$ cat src/rtl/fpu_result_stage_if.sv
// Result channel between the FPU rounder, the result stage and its consumer.
// One instance carries one valid/ready stream of {fp, ieeep, db}.
// master drives valid and the payload; slave drives ready.
interface fpu_result_stage_if #(
    parameter int W     = 64,
    parameter int FLAGW = 5
);
    logic             valid;
    logic             ready;
    logic [W-1:0]     fp;
    logic [FLAGW-1:0] ieeep;
    logic             db;

    modport master (
        output valid,
        output fp,
        output ieeep,
        output db,
        input  ready
    );

    modport slave (
        input  valid,
        input  fp,
        input  ieeep,
        input  db,
        output ready
    );
endinterface

$ cat src/rtl/fpu_result_stage.sv
// Registered result stage behind the combinational FPU (unpack -> add -> round).
// Queues rounded results, their IEEE flags and precision tag in a DEPTH-entry
// FIFO, drains them over valid/ready, and keeps a sticky OR of the flags of
// every accepted result.
// Optional feature macro FPU_TRAP_EN: adds trap_mask/trap/trap_clr. A push whose
// flags hit trap_mask raises trap, which blocks further input until cleared.
module fpu_result_stage #(
    parameter  int DEPTH = 2,
    parameter  int W     = 64,
    parameter  int FLAGW = 5,
    localparam int CW    = $clog2(DEPTH + 1)
) (
    input  logic                  clk,
    input  logic                  rst_n,
    fpu_result_stage_if.slave     in_bus,
    fpu_result_stage_if.master    out_bus,
    input  logic                  sticky_clr,
    output logic [FLAGW-1:0]      sticky,
    output logic [CW-1:0]         count
`ifdef FPU_TRAP_EN
    ,
    input  logic [FLAGW-1:0]      trap_mask,
    output logic                  trap,
    input  logic                  trap_clr
`endif
);

    // A single-entry FIFO still needs a 1-bit pointer to index storage.
    localparam int PW = (DEPTH > 1) ? $clog2(DEPTH) : 1;

    logic [W-1:0]     mem_fp [DEPTH];
    logic [FLAGW-1:0] mem_fl [DEPTH];
    logic             mem_db [DEPTH];

    logic [PW-1:0]    wr_ptr;
    logic [PW-1:0]    rd_ptr;
    logic             push;
    logic             pop;
    logic             not_empty;
    logic             trap_q;

    function automatic logic [PW-1:0] ptr_inc(input logic [PW-1:0] p);
        return (p == PW'(DEPTH - 1)) ? '0 : p + PW'(1);
    endfunction

    assign not_empty = (count != '0);

    // Readiness depends only on occupancy (and trap), never on a same-cycle pop.
    assign in_bus.ready = (count < CW'(DEPTH)) & ~trap_q;
    assign push         = in_bus.valid & in_bus.ready;
    assign pop          = not_empty & out_bus.ready;

    // Head entry is driven straight from storage; payload reads as zero when empty.
    assign out_bus.valid = not_empty;
    assign out_bus.fp    = not_empty ? mem_fp[rd_ptr] : '0;
    assign out_bus.ieeep = not_empty ? mem_fl[rd_ptr] : '0;
    assign out_bus.db    = not_empty ? mem_db[rd_ptr] : 1'b0;

    // Storage write on push; contents need no reset since count gates visibility.
    always_ff @(posedge clk) begin
        if (push) begin
            mem_fp[wr_ptr] <= in_bus.fp;
            mem_fl[wr_ptr] <= in_bus.ieeep;
            mem_db[wr_ptr] <= in_bus.db;
        end
    end

    // Pointer and occupancy tracking; simultaneous push/pop leaves count unchanged.
    always_ff @(posedge clk or negedge rst_n) begin
        if (!rst_n) begin
            wr_ptr <= '0;
            rd_ptr <= '0;
            count  <= '0;
        end else begin
            if (push) wr_ptr <= ptr_inc(wr_ptr);
            if (pop)  rd_ptr <= ptr_inc(rd_ptr);
            if (push && !pop)
                count <= count + CW'(1);
            else if (pop && !push)
                count <= count - CW'(1);
        end
    end

    // Sticky flags are recorded at push; a clear in the same cycle keeps only the new flags.
    always_ff @(posedge clk or negedge rst_n) begin
        if (!rst_n)
            sticky <= '0;
        else
            sticky <= (sticky_clr ? '0 : sticky) | (push ? in_bus.ieeep : '0);
    end

`ifdef FPU_TRAP_EN
    // Trap latches on a masked exception at push; a new hit beats a same-cycle clear.
    always_ff @(posedge clk or negedge rst_n) begin
        if (!rst_n)
            trap_q <= 1'b0;
        else if (push && ((in_bus.ieeep & trap_mask) != '0))
            trap_q <= 1'b1;
        else if (trap_clr)
            trap_q <= 1'b0;
    end

    assign trap = trap_q;
`else
    assign trap_q = 1'b0;
`endif

endmodule

$ cat src/flat_wrapper.sv
// flat-port wrapper written by rule: the top's interface ports become plain ports
module fpu_result_stage_flat 
#(
    parameter  int DEPTH = 2,
    parameter  int W     = 64,
    parameter  int FLAGW = 5,
    localparam int CW    = $clog2(DEPTH + 1)
)
  (clk, rst_n, sticky_clr, sticky, count, in_bus_valid, in_bus_fp, in_bus_ieeep, in_bus_db, in_bus_ready, out_bus_valid, out_bus_fp, out_bus_ieeep, out_bus_db, out_bus_ready);
  fpu_result_stage_if #(.W(W), .FLAGW(FLAGW)) in_bus_i ();
  fpu_result_stage_if #(.W(W), .FLAGW(FLAGW)) out_bus_i ();
  input  logic clk;
  input  logic rst_n;
  input  logic sticky_clr;
  output logic [FLAGW-1:0] sticky;
  output logic [CW-1:0] count;
  input wire logic [$bits(in_bus_i.valid)-1:0] in_bus_valid;
  input wire logic [$bits(in_bus_i.fp)-1:0] in_bus_fp;
  input wire logic [$bits(in_bus_i.ieeep)-1:0] in_bus_ieeep;
  input wire logic [$bits(in_bus_i.db)-1:0] in_bus_db;
  output wire logic [$bits(in_bus_i.ready)-1:0] in_bus_ready;
  output wire logic [$bits(out_bus_i.valid)-1:0] out_bus_valid;
  output wire logic [$bits(out_bus_i.fp)-1:0] out_bus_fp;
  output wire logic [$bits(out_bus_i.ieeep)-1:0] out_bus_ieeep;
  output wire logic [$bits(out_bus_i.db)-1:0] out_bus_db;
  input wire logic [$bits(out_bus_i.ready)-1:0] out_bus_ready;
  assign in_bus_i.valid = in_bus_valid;
  assign in_bus_i.fp = in_bus_fp;
  assign in_bus_i.ieeep = in_bus_ieeep;
  assign in_bus_i.db = in_bus_db;
  assign in_bus_ready = in_bus_i.ready;
  assign out_bus_valid = out_bus_i.valid;
  assign out_bus_fp = out_bus_i.fp;
  assign out_bus_ieeep = out_bus_i.ieeep;
  assign out_bus_db = out_bus_i.db;
  assign out_bus_i.ready = out_bus_ready;
  fpu_result_stage #(.DEPTH(DEPTH), .W(W), .FLAGW(FLAGW)) u_core (.clk(clk), .rst_n(rst_n), .in_bus(in_bus_i), .out_bus(out_bus_i), .sticky_clr(sticky_clr), .sticky(sticky), .count(count));
endmodule
$ cat config.mk
export PLATFORM = sky130hd
export DESIGN_NAME = fpu_result_stage_flat
export DESIGN_NICKNAME = d
export VERILOG_FILES = /design/src/rtl/fpu_result_stage_if.sv /design/src/rtl/fpu_result_stage.sv /design/src/flat_wrapper.sv
export SDC_FILE = /design/constraint.sdc
export NUM_CORES = 1
export LEC_CHECK = 0
export CAP_MARGIN = 10
export CORE_MARGIN = 2
export CORE_UTILIZATION = 34
export CTS_BUF_LIST = sky130_fd_sc_hd__clkbuf_4 sky130_fd_sc_hd__clkbuf_8 sky130_fd_sc_hd__clkbuf_16
export CTS_CLUSTER_DIAMETER = 60
export DETAILED_ROUTE_END_ITERATION = 10
export GPL_ROUTABILITY_DRIVEN = 1
export PLACE_DENSITY = 0.6
export SLEW_MARGIN = 30
export SYNTH_ARGS = -nofsm -noshare
export SYNTH_HDL_FRONTEND = slang
export SYNTH_SLANG_ARGS = --single-unit
export TNS_END_PERCENT = 1
$ cat constraint.sdc
create_clock -name clk -period 4.1 [get_ports clk]
set_clock_uncertainty 0.05 [all_clocks]
set_input_delay 1.23 -clock clk [delete_from_list [all_inputs] [get_ports clk]]
set_output_delay 1.23 -clock clk [all_outputs]
set_load 0.01 [all_outputs]
## After elaboration in Yosys (flattened, before gate mapping)

Memory sizes are Yosys's and may differ from the RTL's.
Index checks and enable logic that the tools add are counted.

- $add $sub $neg: 4
- Order comparisons: 1
- Multiplexer cells: 11
- Bitwise logic cells: 3
- Reduce and logical (&&, ||, !) cells: 6

Operator list:

| kind | number |
|---|---|
| two-way mux 64 bit | 1 |
| two-way mux 5 bit | 3 |
| two-way mux 1 bit | 5 |
| OR 5 bit | 1 |
| two-way mux 2 bit | 2 |
| nonzero test 2 bit | 2 |
| adder 1 bit (second input constant) | 2 |
| adder 2 x 1 -> 2 bit (second input constant) | 1 |
| AND 1 bit | 2 |
| logical AND 1 bit | 2 |
| zero test 1 bit | 2 |
| < comparator 2 bit (second input constant) | 1 |
| subtractor 2 x 1 -> 2 bit (second input constant) | 1 |

- Flip-flop bits (word level): 9
- Memory bits (writable): 140
- Input port bits: 75
- Output and inout bits: 79
- Word-level logic and storage cells: 32
- Memories: 3

Memories:

| memory | words | width | read ports | clocked after memory_dff | write ports | RTL line | RTL |
|---|---|---|---|---|---|---|---|
| u_core.mem_fp | 2 | 64 | 1 | 0 | 1 | fpu_result_stage.sv:31 | `logic [W-1:0] mem_fp [DEPTH];` |
| u_core.mem_fl | 2 | 5 | 1 | 0 | 1 | fpu_result_stage.sv:32 | `logic [FLAGW-1:0] mem_fl [DEPTH];` |
| u_core.mem_db | 2 | 1 | 1 | 0 | 1 | fpu_result_stage.sv:33 | `logic mem_db [DEPTH];` |

## Logic depth before layout (Yosys ltp)

Gate-level depths: netlist of run 1.

- Depth in word-level cells: 6
- Mapped depth: 7
- Gate-level depth less buffers: 7

## Worst setup path after synthesis of run 1

No wires, ideal clock.

- Path kind: input-to-reg
- Start: input port in_bus_valid
- End: memory u_core.mem_db[0] (enable)
- Setup time: 507 ps
- Data arrival time: 4,633 ps
- Data required time: 3,543 ps
- Setup slack: -1,090 ps
- Stages on the path: 3
- Path buffers: 1
- Path through: nor2b_1 > buf_2 > nor2b_1

- Word-level cells in the longest chain between the ends: 3

Ends and longest elaborated chain:

| element | RTL line | RTL |
|---|---|---|
| start, declared | flat_wrapper.sv:17 | `input wire logic [$bits(in_bus_i.valid)-1:0] in_bus_valid;` |
| AND 1 bit | fpu_result_stage.sv:50 | `assign push = in_bus.valid & in_bus.ready;` |
| two-way mux 1 bit | fpu_result_stage.sv:61 | `if (push) begin` |
| two-way mux 1 bit (not written as such) | fpu_result_stage.sv:64 | `mem_db[wr_ptr] <= in_bus.db;` |
| end, declared | fpu_result_stage.sv:33 |  |

Every way passes these cells.

## Worst setup path after layout of run 1

- Start: register u_core.rd_ptr
- End: output port out_bus_fp[30]

- Word-level cells in the longest chain between the ends: 2

Ends and longest elaborated chain:

| element | RTL line | RTL |
|---|---|---|
| start, declared | fpu_result_stage.sv:36 | `logic [PW-1:0] rd_ptr;` |
| start signal, assigned | fpu_result_stage.sv:76 | `if (pop) rd_ptr <= ptr_inc(rd_ptr);` |
| memory read (2 x 64 bit) | n/a |  |
| two-way mux 64 bit | fpu_result_stage.sv:55 | `assign out_bus.fp = not_empty ? mem_fp[rd_ptr] : '0;` |
| end, declared | flat_wrapper.sv:23 | `output wire logic [$bits(out_bus_i.fp)-1:0] out_bus_fp;` |

Every way passes these cells.

==> summary.txt, run 1 <==
Critical path
  – Crit path capture type: output pin
  – Worst EP required: 2.82 ns
  – Startpoint Class: register
  – Worst Path Buf+Inv: 2
  – Critical path's top delay family: buffers and inverters
  – Crit-path cells: buf_4 -> mux2i_1 -> nor2_1 -> clkdlybuf4s50_1
  – Reg2reg setup slack: 2.31 ns
  – CP max-delay cell: dfrtp_4
  – Crit-path max cell delay: 0.62 ns
  – Arr. time, crit path: 2.20 ns
  – Worst setup path class: reg2out
  – Crit path max fanout: 17

Routing
  – Via density: 4.44
  – DR iter-0 viols: 144
  – Routed Antenna Nets: 0
  – Router iterations before antenna repair: 4
  – Routed len/inst: 15.9 um
  – Final wirelength: 11.7 mm
  – Number of remaining DRC errors: 0
  – DR vias: 3255

Timing
  – Slew @ Worst Pin: 0.517 ns
  – Period utilisation layout: 0.848
  – Maximum clock rate: 287 MHz
  – RSZ-0062 raised after global routing: false
  – Sum Neg Setup Slack: 0 ns
  – Final hold viol count: 0
  – Endpoints failing setup: 0
  – Fin. max-slew vios: 0
  – Max transition margin: 0.655
  – Hold Slack: 0.481 ns
  – Post-layout min period: 3.48 ns

Cells and area
  – Final #Nets: 576
  – # fillers: 1401
  – Multi-input logic area: 1110 um2
  – Sequential cell area: 4430 um2
  – Layout cell share with drive strength beyond 1: 0.0916
  – Syn-to-layout area delta: 41.3%
  – Ant. Diodes: 0
  – Final core utilization: 0.489

GRT
  – Vias in the first global route: 3514
  – Initial antenna violation count: 1
  – Total GRT Usage: 0.138
  – Largest net degree at the start of global routing: 39
  – Grt total ovfl: 0
  – First-pass GRT wire length: 18.3 mm

Floorplanning
  – Initial Util: 0.346
  – Total core area: 16500 um2
  – Die ar.: 17900 um2
  – # rows: 47
  – Die width: 134 um
  – I/O pin count: 154
  – Die Y: 134 um

Synthesis
  – EDFF count, synth: 140
  – Adder-cell area share of the yosys netlist: 0.00219
  – Synth Register Bits: 149
  – Most common library cells after synthesis: 140 x edfxtp_1, 71 x nor2_1, 70 x mux2i_1
  – Syn_area_per_cell: 17.1 um2
  – Ys async rst share: 0.0604
  – Post-Syn Instances: 334
  – Synth Warn #: 0
  – Net count after synthesis: 410
  – Most frequent cell after synthesis: edfxtp_1
  – Top cell type by total area after synthesis: edfxtp_1
  – XOR/XNOR Fraction of Synth Area: 0.00766
  – Area fraction of the dominant cell type after synthesis: 0.735
  – Ys flop type: edfxtp_1
  – Post-synthesis mux area share: 0.123
  – Unique masters post-synth: 18
  – Top cells by area, synth: edfxtp_1 74%, mux2i_1 12%, nor2_1 4.7%
  – Synth Area in Compound Gates: 0.00438
  – Simple-Gate Fraction of Synth Area: 0.0558
  – Register area share after synthesis: 0.775
  – Largest family of logic cells by synthesized area: multiplexers
  – Netlist Area Pre-Place: 5720 um2

Clock tree
  – Total CTS buffers: 17
  – Reg clk slew, reported paths: 0.06 ns
  – PostCTS Resize Cnt: 0
  – CTS tree: built
  – Post-CTS setup buffer count: 0
  – TritonCTS Sinks: 149
  – Maximum buffer depth of the clock tree: 2
  – Clock network latency to the later pin of the worst-skew pair: 0.42 ns
  – Htree depth: 4
  – Root Buffer: clkbuf_16
  – Hold buffers post-CTS: 0

Min path
  – Min-Delay Path Class: reg2reg

Place
  – GP Congestion: 0.705
  – Port buffer count: 153
  – Detailed placement HPWL: 7.70 mm

Pwr
  – Power Density: 727 nW/um2
  – Maximum VDD drop: 540 uV
  – Leakage: 0.00298 uW

Flow run
  – Maxcap violations: 0

Status
  – Outcome: finished, final reports clean
[stage by stage]
| stage | cell area, um2 | total power, uW | setup slack [ns] | std cells |
|---|---|---|---|---|
| floorplan | 5720 | 3310 | 0.243 | 334 |
| global placement | 7480 | 4370 | 1.03 | 701 |
| detailed placement | 7480 | 4400 | 1.02 | 701 |
| CTS | 8080 | 5980 | 0.546 | 733 |
| global route | 8080 | 6200 | 0.482 | 733 |
| finish | 8080 | 5880 | 0.621 | 733 |
[worst register-to-register path, delay by kind of cell, from the launching register on]
kind	cells	cell delay, ns
simple gates	2	0.30
flops	1	0.43
buf+inv	2	0.61
[registers in the layout (all words and copies together) (netlist names)]
name and flops:
u_core.rd_ptr 1, u_core.mem_fl 10, u_core.wr_ptr 1, u_core.count 2, u_core.mem_db 2, u_core.mem_fp 128, u_core.sticky 5
[power by group]
| group | leakage [uW] | internal, uW | total [uW] | switching, uW |
|---|---|---|---|---|
| Combinational | 0.00129 | 1150 | 2200 | 1040 |
| Clock | 0.000298 | 995 | 1560 | 567 |
| Sequential | 0.00140 | 2000 | 2120 | 125 |
| Total | 0.00298 | 4140 | 5880 | 1740 |
[final timing paths]
check | start | to | depth (start not counted)
max | u_core.rd_ptr$_DFFE_PN0P_ | out_bus_fp[30] | 4
min | u_core.sticky[4]$_DFF_PN0_ | u_core.sticky[4]$_DFF_PN0_ | 2
max reg2reg | u_core.count[1]$_DFFE_PN0P_ | u_core.mem_fp[0][17]$_DFFE_PP_ | 4
min reg2reg | u_core.sticky[4]$_DFF_PN0_ | u_core.sticky[4]$_DFF_PN0_ | 2
max in group asynchronous | rst_n | u_core.rd_ptr$_DFFE_PN0P_ | 1
min in group asynchronous | rst_n | u_core.count[1]$_DFFE_PN0P_ | 1
[logic make-up after synthesis]
| logic type | count (synthesis) |
|---|---|
| flops | 149 |
| simple gates | 81 |
| mux | 70 |
| buf+inv | 23 |
| compound gates | 5 |
| xor+xnor | 5 |
| fa+ha+maj | 1 |
[cells in the final DEF, fill, tap and decap left out]
| cell | n |
|---|---|
| xnor2_1 | 3 |
| clkbuf_4 | 4 |
| o21ai_0 | 5 |
| clkinv_4 | 1 |
| inv_2 | 1 |
| nor2_1 | 71 |
| clkbuf_16 | 17 |
| mux2i_1 | 70 |
| and2_4 | 1 |
| nor2_4 | 1 |
| clkdlybuf4s50_1 | 153 |
| buf_4 | 8 |
| dfrtp_1 | 8 |
| clkinv_2 | 4 |
| nor2b_4 | 1 |
| edfxtp_1 | 140 |
| bufinv_16 | 3 |
| xor2_1 | 2 |
| inv_1 | 6 |
| nand2_1 | 6 |
| dfrtp_4 | 1 |
| clkbuf_8 | 1 |
| ha_1 | 1 |
| nor2b_1 | 1 |
| buf_12 | 2 |
| clkinvlp_4 | 2 |
[metal layers]
layer,track usage,vias up,wire [um],share of wire
met4,0.0479,2,141,0.012
met1,0.157,1590,4860,0.42
li1,-,1555,-,-
met2,0.236,95,5930,0.51
met3,0.0571,13,707,0.061
met5,0,-,16,0.0014
[cell type report]
class / count / area share
Tap cell: 220 / 0.0341
Sequential cell: 149 / 0.549
Timing Repair Buffer: 163 / 0.202
Multi-Input combinational cell: 162 / 0.138
Clock inverter: 10 / 0.0166
Inverter: 7 / 0.00325
Clock buffer: 22 / 0.0581
(Power assumes the default switching activity.)
==> run 2, diff against run 1 <==
- PLACE_DENSITY: 0.6 -> 0.58
- clock period: 4.1 -> 3.3 ns (I/O delays scaled with it)
==> run 2 against run 1 <==
Compared with the run above: die area did not move; final cell count decreased by 0.14%; worst hold slack lost 0.0077 ns; largest power group unchanged; largest cell class unchanged; critical path depth did not move; highest routed layer is now met4; core utilization fell by 0.31 points; first-iteration DRC count down 6.9%; combinational power rose by 26%.
==> summary.txt, run 2 (synthesis gave the netlist of run 1 again) <==
Status
  – Outcome: finished, final reports clean (unchanged)

Routing
  – Routed len/inst: 15.9 um (about the same)
  – Routed Antenna Nets: 0 (unchanged)
  – DR iter-0 viols: 134 (was 144)
  – DR vias: 3241 (was 3255)
  – Number of remaining DRC errors: 0 (unchanged)
  – Final wirelength: 11.6 mm (was 11.7 mm)
  – Router iterations before antenna repair: 4 (unchanged)
  – Via density: 4.43 (was 4.44)

Critical path
  – Crit-path max cell delay: 0.58 ns (was 0.62 ns)
  – Reg2reg setup slack: 1.48 ns (was 2.31 ns)
  – Crit path max fanout: 17 (unchanged)
  – Reg2reg start: u_core.count[0]$_DFFE_PN0P_ (was u_core.count[1]$_DFFE_PN0P_)
  – CP max-delay cell: dfrtp_4 (unchanged)
  – Arr. time, crit path: 2.16 ns (was 2.20 ns)
  – Worst Reg-to-Reg Cells: 7 (was 4)
  – RR Endpoint: u_core.count[1]$_DFFE_PN0P_ (was u_core.mem_fp[0][17]$_DFFE_PP_)
  – Crit path capture type: output pin (unchanged)
  – Worst setup path class: reg2out (unchanged)
  – Worst EP required: 2.26 ns (was 2.82 ns)
  – Crit-path cells: buf_4 -> mux2i_1 -> nor2_1 -> clkdlybuf4s50_1 (unchanged)
  – Startpoint Class: register (unchanged)

Min path
  – Hold Crit Start: u_core.sticky[1]$_DFF_PN0_ (was u_core.sticky[4]$_DFF_PN0_)
  – Hold path depth: 2 (unchanged)
  – Min-Delay Path Class: reg2reg (unchanged)
  – WHS Endpoint: u_core.sticky[1]$_DFF_PN0_ (was u_core.sticky[4]$_DFF_PN0_)

Cells and area
  – Largest Register: u_core.mem_fp (unchanged)
  – Commonest cells after routing, fill and taps aside: 153 x clkdlybuf4s50_1, 140 x edfxtp_1, 71 x nor2_1 (unchanged)
  – Syn-to-layout area delta: 40.4% (was 41.3%)
  – Design area: 8030 um2 (was 8080 um2)
  – Max FFs per register: 128 (unchanged)
  – Most common cell after layout, fill and taps aside: clkdlybuf4s50_1 (unchanged)
  – Final #Nets: 576 (unchanged)
  – Layout cell share with drive strength beyond 1: 0.0820 (was 0.0916)
  – Regs by FF count: u_core.mem_fp x128, u_core.mem_fl x10, u_core.sticky x5 (unchanged)
  – Ant. Diodes: 0 (unchanged)
  – Post-Layout Cell Count: 732 (was 733)

Place
  – Cells after DPL: 700 (was 701)
  – Post-DP Area: 7510 um2 (was 7480 um2)
  – Detailed placement HPWL: 7.65 mm (was 7.70 mm)
  – Port buffer count: 153 (unchanged)
  – GP Congestion: 0.739 (was 0.705)

GRT
  – Largest net degree at the start of global routing: 37 (was 39)
  – Grt total ovfl: 0 (unchanged)
  – Vias in the first global route: 3429 (was 3514)
  – Initial antenna violation count: 0 (was 1)
  – First-pass GRT wire length: 18.2 mm (was 18.3 mm)
  – Total GRT Usage: 0.136 (was 0.138)

Timing
  – Endpoints failing setup: 0 (unchanged)
  – Hold Slack: 0.473 ns (was 0.481 ns)
  – Period utilisation layout: 0.969
  – Max transition margin: 0.698 (was 0.655)
  – Sum Neg Setup Slack: 0 ns (unchanged)
  – Post-layout min period: 3.20 ns
  – Slew @ Worst Pin: 0.451 ns (was 0.517 ns)
  – Maximum clock rate: 313 MHz
  – Final hold viol count: 0 (unchanged)
  – RSZ-0062 raised after global routing: false (unchanged)
  – Fin. max-slew vios: 0 (unchanged)

Floorplanning
  – Die width: 134 um (unchanged)
  – # rows: 47 (unchanged)
  – Initial Util: 0.346 (unchanged)
  – Die ar.: 17900 um2 (unchanged)
  – I/O pin count: 154 (unchanged)
  – Die Y: 134 um (unchanged)
  – Total core area: 16500 um2 (unchanged)

Clock tree
  – Maximum buffer depth of the clock tree: 2 (unchanged)
  – Clock network latency to the later pin of the worst-skew pair: 0.41 ns (was 0.42 ns)
  – Root Buffer: clkbuf_16 (unchanged)
  – Htree depth: 4 (unchanged)
  – TritonCTS Sinks: 149 (unchanged)
  – Reg clk slew, reported paths: 0.05 ns (was 0.06 ns)
  – CTS tree: built (unchanged)
  – Total CTS buffers: 17 (unchanged)

Pwr
  – Leakage: 0.00295 uW (was 0.00298 uW)
  – Power Density: 880 nW/um2 (was 727 nW/um2)
  – Maximum VDD drop: 404 uV (was 540 uV)

Flow run
  – Maxcap violations: 0 (unchanged)
[run 2: worst max-delay path: cells and delay by family (launching register included)]
| family | cells | cell delay [ns] |
|---|---|---|
| and+or+nand+nor | 1 | 0.06 |
| buffers and inverters | 2 | 0.84 |
| DFF | 1 | 0.58 |
| muxes | 1 | 0.25 |
[run 2: what timing repair did]
item                       CTS  global route
buffers inserted             1             0
setup endpoints to repair   39             0
gates resized for setup      0             0
hold buffers                 0             0
[run 2: worst max path at each step]
stage                                       endpoint  slack, ns  cells past startpoint                       from
after floorplan           u_core.mem_db[1]$_DFFE_PP_      -0.13                      3               in_bus_valid
after global placement                 out_bus_fp[5]       0.39                      4  u_core.rd_ptr$_DFFE_PN0P_
after detailed placement            out_bus_ieeep[3]       0.37                      4  u_core.rd_ptr$_DFFE_PN0P_
after CTS                              out_bus_fp[5]       0.07                      4  u_core.rd_ptr$_DFFE_PN0P_
after global routing                  out_bus_fp[60]      0.007                      4  u_core.rd_ptr$_DFFE_PN0P_
final                               out_bus_ieeep[3]       0.10                      4  u_core.rd_ptr$_DFFE_PN0P_
[run 2: layout make-up]
| type | instances | area (um2) |
|---|---|---|
| Fill cell | 1405 | 8500 |
| Multi-Input combinational cell | 162 | 1110 |
| Inverter | 7 | 26.3 |
| Timing Repair Buffer | 163 | 1670 |
| Clock buffer | 20 | 448 |
| Tap cell | 220 | 275 |
| Sequential cell | 149 | 4430 |
| Clock inverter | 11 | 62.6 |
[run 2: power by group]
group	internal, uW	switching (uW)	total, uW
Clock	967	698	1670
Combinational	1460	1320	2780
Sequential	2480	147	2620
[run 2: through the flow]
stage | setup slack, ns | util | total power, uW
2_1_floorplan | -0.131 | - | 4110
3_3_place_gp | 0.390 | 0.454 | 5460
3_5_place_dp | 0.371 | 0.454 | 5480
4_1_cts | 0.0681 | 0.486 | 7190
5_1_grt | 0.00686 | 0.486 | 7470
6_report | 0.104 | 0.486 | 7070
[run 2: per-layer routing]
layer,track usage,share of wire,up-vias
met3,0.0498,0.056,10
met2,0.226,0.49,105
li1,-,-,1557
met5,0,0,-
met4,0.0420,0.0097,0
met1,0.166,0.44,1569
==> run 3, diff against run 2 <==
--- a/config.mk
+++ b/config.mk
@@ -6,4 +6,5 @@
 export NUM_CORES = 1
 export LEC_CHECK = 0
+export ABC_AREA = 1
 export CAP_MARGIN = 10
 export CORE_MARGIN = 2
@@ -13,5 +14,4 @@
 export DETAILED_ROUTE_END_ITERATION = 10
 export GPL_ROUTABILITY_DRIVEN = 1
-export PLACE_DENSITY = 0.58
 export SLEW_MARGIN = 30
 export SYNTH_ARGS = -nofsm -noshare
==> constraint.sdc (replaced) <==
create_clock -name clk -period 3.3 [get_ports clk]
set_clock_uncertainty 0.05 [all_clocks]
set_input_delay 0.66 -clock clk [delete_from_list [all_inputs] [get_ports clk]]
set_output_delay 0.66 -clock clk [all_outputs]
set_load 0.01 [all_outputs]
==> run 3 against run 2 <==
Compared with the run above: combinational power up 6%; via count grew 15%; first-iteration DRC count rose by 43%; sequential share of layout area rose by 0.25 points; die area increased by 0.51%; clock power up 6%; global-route usage rose by 1.3 points.
==> summary.txt, run 3 <==
Flow run
  – Maxcap violations: 0 (unchanged)

Pwr
  – Int Power: 4930 uW (was 4910 uW)
  – Switching share of power: 0.331 (was 0.306)
  – Power Density: 923 nW/um2 (was 880 nW/um2)
  – Maximum VDD drop: 535 uV (was 404 uV)
  – Power share of the clock group: 0.240 (was 0.236)
  – Comb pwr share: 0.398 (was 0.393)
  – Sw Pwr: 2440 uW (was 2160 uW)
  – Flop pwr share: 0.362 (was 0.371)
  – Final total power: 7370 uW (was 7070 uW)
  – Leakage: 0.00283 uW (was 0.00295 uW)

Cells and area
  – Post-Layout Cell Count: 811 (was 732)
  – Layout cell share with drive strength beyond 1: 0.0846 (was 0.0820)
  – # fillers: 1466 (was 1405)
  – Commonest cells after routing, fill and taps aside: 153 x clkdlybuf4s50_1, 151 x nand2_1, 140 x edfxtp_1 (was 153 x clkdlybuf4s50_1, 140 x edfxtp_1, 71 x nor2_1)
  – Sequential cell area: 4430 um2 (about the same)
  – Final #Nets: 654 (was 576)
  – Most common cell after layout, fill and taps aside: clkdlybuf4s50_1 (unchanged)
  – Largest Register: u_core.mem_fp (unchanged)
  – Max FFs per register: 128 (unchanged)
  – Multi-input logic area: 1050 um2 (was 1110 um2)
  – Syn-to-layout area delta: 39.0% (was 40.4%)
  – Final core utilization: 0.482 (was 0.486)
  – Regs by FF count: u_core.mem_fp x128, u_core.mem_fl x10, u_core.sticky x5 (unchanged)
  – Design area: 7990 um2 (was 8030 um2)
  – Ant. Diodes: 0 (unchanged)

Critical path
  – Worst setup path class: reg2out (unchanged)
  – Worst Reg-to-Reg Cells: 9 (was 7)
  – Reg2reg start: u_core.count[1]$_DFFE_PN0P_ (was u_core.count[0]$_DFFE_PN0P_)
  – CP max-delay cell: dfrtp_2 (was dfrtp_4)
  – Worst EP required: 2.59 ns (was 2.26 ns)
  – Crit-path max cell delay: 0.59 ns (was 0.58 ns)
  – Startpoint Class: register (unchanged)
  – Crit-path cells: inv_8 -> nand2_1 -> a21oi_1 -> clkdlybuf4s50_1 (was buf_4 -> mux2i_1 -> nor2_1 -> clkdlybuf4s50_1)
  – Worst Path Buf+Inv: 2 (unchanged)
  – Critical path's top delay family: buffers and inverters (unchanged)
  – Crit path capture type: output pin (unchanged)
  – Stages on the worst setup path: 4 (unchanged)
  – CP Launch Point: u_core.rd_ptr$_DFFE_PN0P_ (unchanged)
  – Arr. time, crit path: 2.38 ns (was 2.16 ns)
  – Reg2reg setup slack: 1.14 ns (was 1.48 ns)
  – Crit path max fanout: 71 (was 17)

Routing
  – Router iterations before antenna repair: 6 (was 4)
  – Final wirelength: 12.8 mm (was 11.6 mm)
  – Routed Antenna Nets: 0 (unchanged)
  – DR iter-0 viols: 191 (was 134)
  – Via density: 4.58 (was 4.43)
  – Routed len/inst: 15.8 um (was 15.9 um)
  – Number of remaining DRC errors: 0 (unchanged)
  – DR vias: 3715 (was 3241)

Timing
  – Max transition margin: 0.479 (was 0.698)
  – Endpoints failing setup: 0 (unchanged)
  – Fin. max-slew vios: 0 (unchanged)
  – Period utilisation layout: 0.937 (was 0.969)
  – Hold Slack: 0.486 ns (was 0.473 ns)
  – Final hold viol count: 0 (unchanged)
  – RSZ-0062 raised after global routing: false (unchanged)
  – Slew @ Worst Pin: 0.780 ns (was 0.451 ns)
  – Maximum clock rate: 323 MHz (was 313 MHz)
  – Post-layout min period: 3.09 ns (was 3.20 ns)

Clock tree
  – TritonCTS Sinks: 149 (unchanged)
  – Clock network latency to the later pin of the worst-skew pair: 0.41 ns (about the same)
  – Maximum buffer depth of the clock tree: 2 (unchanged)
  – Hold buffers post-CTS: 0 (unchanged)
  – Total CTS buffers: 17 (unchanged)
  – PostCTS Resize Cnt: 0 (unchanged)
  – Htree depth: 4 (unchanged)
  – Root Buffer: clkbuf_16 (unchanged)
  – CTS tree: built (unchanged)
  – Post-CTS setup buffer count: 0 (was 1)
  – Reg clk slew, reported paths: 0.06 ns (was 0.05 ns)

Synthesis
  – Syn_area_per_cell: 13.7 um2 (was 17.1 um2)
  – Most frequent cell after synthesis: nand2_1 (was edfxtp_1)
  – Largest family of logic cells by synthesized area: simple AND/OR/NAND/NOR gates (was multiplexers)
  – EDFF count, synth: 140 (unchanged)
  – Post-synthesis mux area share: 0 (was 0.123)
  – Synth Register Bits: 149 (unchanged)
  – Ys async rst share: 0.0604 (unchanged)
  – Most common library cells after synthesis: 151 x nand2_1, 140 x edfxtp_1, 67 x a21oi_1 (was 140 x edfxtp_1, 71 x nor2_1, 70 x mux2i_1)
  – Synth Warn #: 0 (unchanged)
  – Simple-Gate Fraction of Synth Area: 0.107 (was 0.0558)
  – Adder-cell area share of the yosys netlist: 0.00218 (was 0.00219)
  – Synth Area in Compound Gates: 0.0673 (was 0.00438)
  – Top cells by area, synth: edfxtp_1 73%, nand2_1 9.9%, a21oi_1 5.8% (was edfxtp_1 74%, mux2i_1 12%, nor2_1 4.7%)
  – Top cell type by total area after synthesis: edfxtp_1 (unchanged)
  – Register area share after synthesis: 0.771 (was 0.775)
  – Area fraction of the dominant cell type after synthesis: 0.731 (was 0.735)
  – Post-Syn Instances: 421 (was 334)
  – Netlist Area Pre-Place: 5750 um2 (was 5720 um2)
  – Unique masters post-synth: 20 (was 18)
  – XOR/XNOR Fraction of Synth Area: 0.00305 (was 0.00766)
  – Ys flop type: edfxtp_1 (unchanged)
  – Net count after synthesis: 497 (was 410)

Floorplanning
  – Die width: 134 um (about the same)
  – # rows: 47 (unchanged)
  – Initial Util: 0.347 (was 0.346)
  – Die ar.: 18000 um2 (was 17900 um2)
  – Die Y: 134 um (about the same)
  – I/O pin count: 154 (unchanged)
  – Total core area: 16600 um2 (was 16500 um2)

Place
  – Port buffer count: 153 (unchanged)
  – GP Congestion: 0.731 (was 0.739)
  – Cells after DPL: 779 (was 700)
  – Detailed placement HPWL: 7.75 mm (was 7.65 mm)
  – Post-DP Area: 7440 um2 (was 7510 um2)

GRT
  – Total GRT Usage: 0.149 (was 0.136)
  – First-pass GRT wire length: 20.1 mm (was 18.2 mm)
  – Vias in the first global route: 3932 (was 3429)
  – Grt total ovfl: 0 (unchanged)
  – Largest net degree at the start of global routing: 72 (was 37)
  – Initial antenna violation count: 0 (unchanged)

Status
  – Outcome: finished, final reports clean (unchanged)

Min path
  – Hold path depth: 2 (unchanged)
  – Hold Crit Start: u_core.sticky[4]$_DFF_PN0_ (was u_core.sticky[1]$_DFF_PN0_)
  – Min-Delay Path Class: reg2reg (unchanged)
run 3: changes by cell type after synthesis, moves of 5 or more:
| cell | delta |
|---|---|
| nand2_1 | +145 |
| mux2i_1 | -70 |
| nor2_1 | -69 |
| a21oi_1 | +67 |
| buf_6 | +15 |
| buf_2 | -8 |
| buf_8 | -6 |
| buf_4 | +5 |
run 3: final timing paths:
| kind | to |
|---|---|
| max | out_bus_fp[43] |
| max reg2reg | u_core.count[1]$_DFFE_PN0P_ |
| max in group asynchronous | u_core.rd_ptr$_DFFE_PN0P_ |
| min | u_core.sticky[4]$_DFF_PN0_ |
| min in group asynchronous | u_core.sticky[4]$_DFF_PN0_ |
| min reg2reg | u_core.sticky[4]$_DFF_PN0_ |
run 3: per-layer routing:
metal | global-route usage | vias up | wire, um | part of all wire
met2 | 0.247 | 111 | 6210 | 0.49
met4 | 0.0556 | 0 | 184 | 0.014
li1 | - | 1787 | - | -
met3 | 0.0495 | 14 | 798 | 0.062
met5 | 0 | - | 0 | 0
met1 | 0.181 | 1803 | 5600 | 0.44
run 3: power by group through the flow:
stage                     registers, uW  logic, uW  clock network [uW]
after floorplan                    2690       1570                   0
after global placement             2700       2970                   0
after detailed placement           2710       2990                   0
after CTS                          2670       3000                1810
after global routing               2710       3220                1900
final                              2670       2940                1770
run 3: area by class of cell:
class | instances | share of cell area
sequential | 149 | 0.555
tap | 220 | 0.0345
inverter | 13 | 0.00705
timing repair buffer | 160 | 0.205
clock inverter | 14 | 0.0143
clock buffer | 18 | 0.0542
multi-input combinational | 237 | 0.131
run 3: metrics by stage:
step           worst slack (ns)  setup TNS, ns
6_report                  0.207              0
5_1_grt                  0.0493              0
4_1_cts                   0.162              0
3_5_place_dp              0.625              0
3_3_place_gp              0.621              0
2_1_floorplan            -0.919        -128.64
run 3: logic make-up after synthesis:
kind of cell / count (synthesis)
flip-flops: 149
adder cells (fa/ha/maj): 1
AO/OA/AOI/OAI: 75
XOR/XNOR: 2
buffers and inverters: 35
AND/OR/NAND/NOR: 159
run 3: worst register-to-register path, cell delays in order (launching register included):
cell and delay (ns):
dfrtp_1 0.44, nor2_4 0.64, buf_12 0.27, inv_2 0.08, nand2_2 0.06, ha_1 0.24
inv_1 0.08, nand3_1 0.07, nand2_1 0.06, nand2_1 0.05
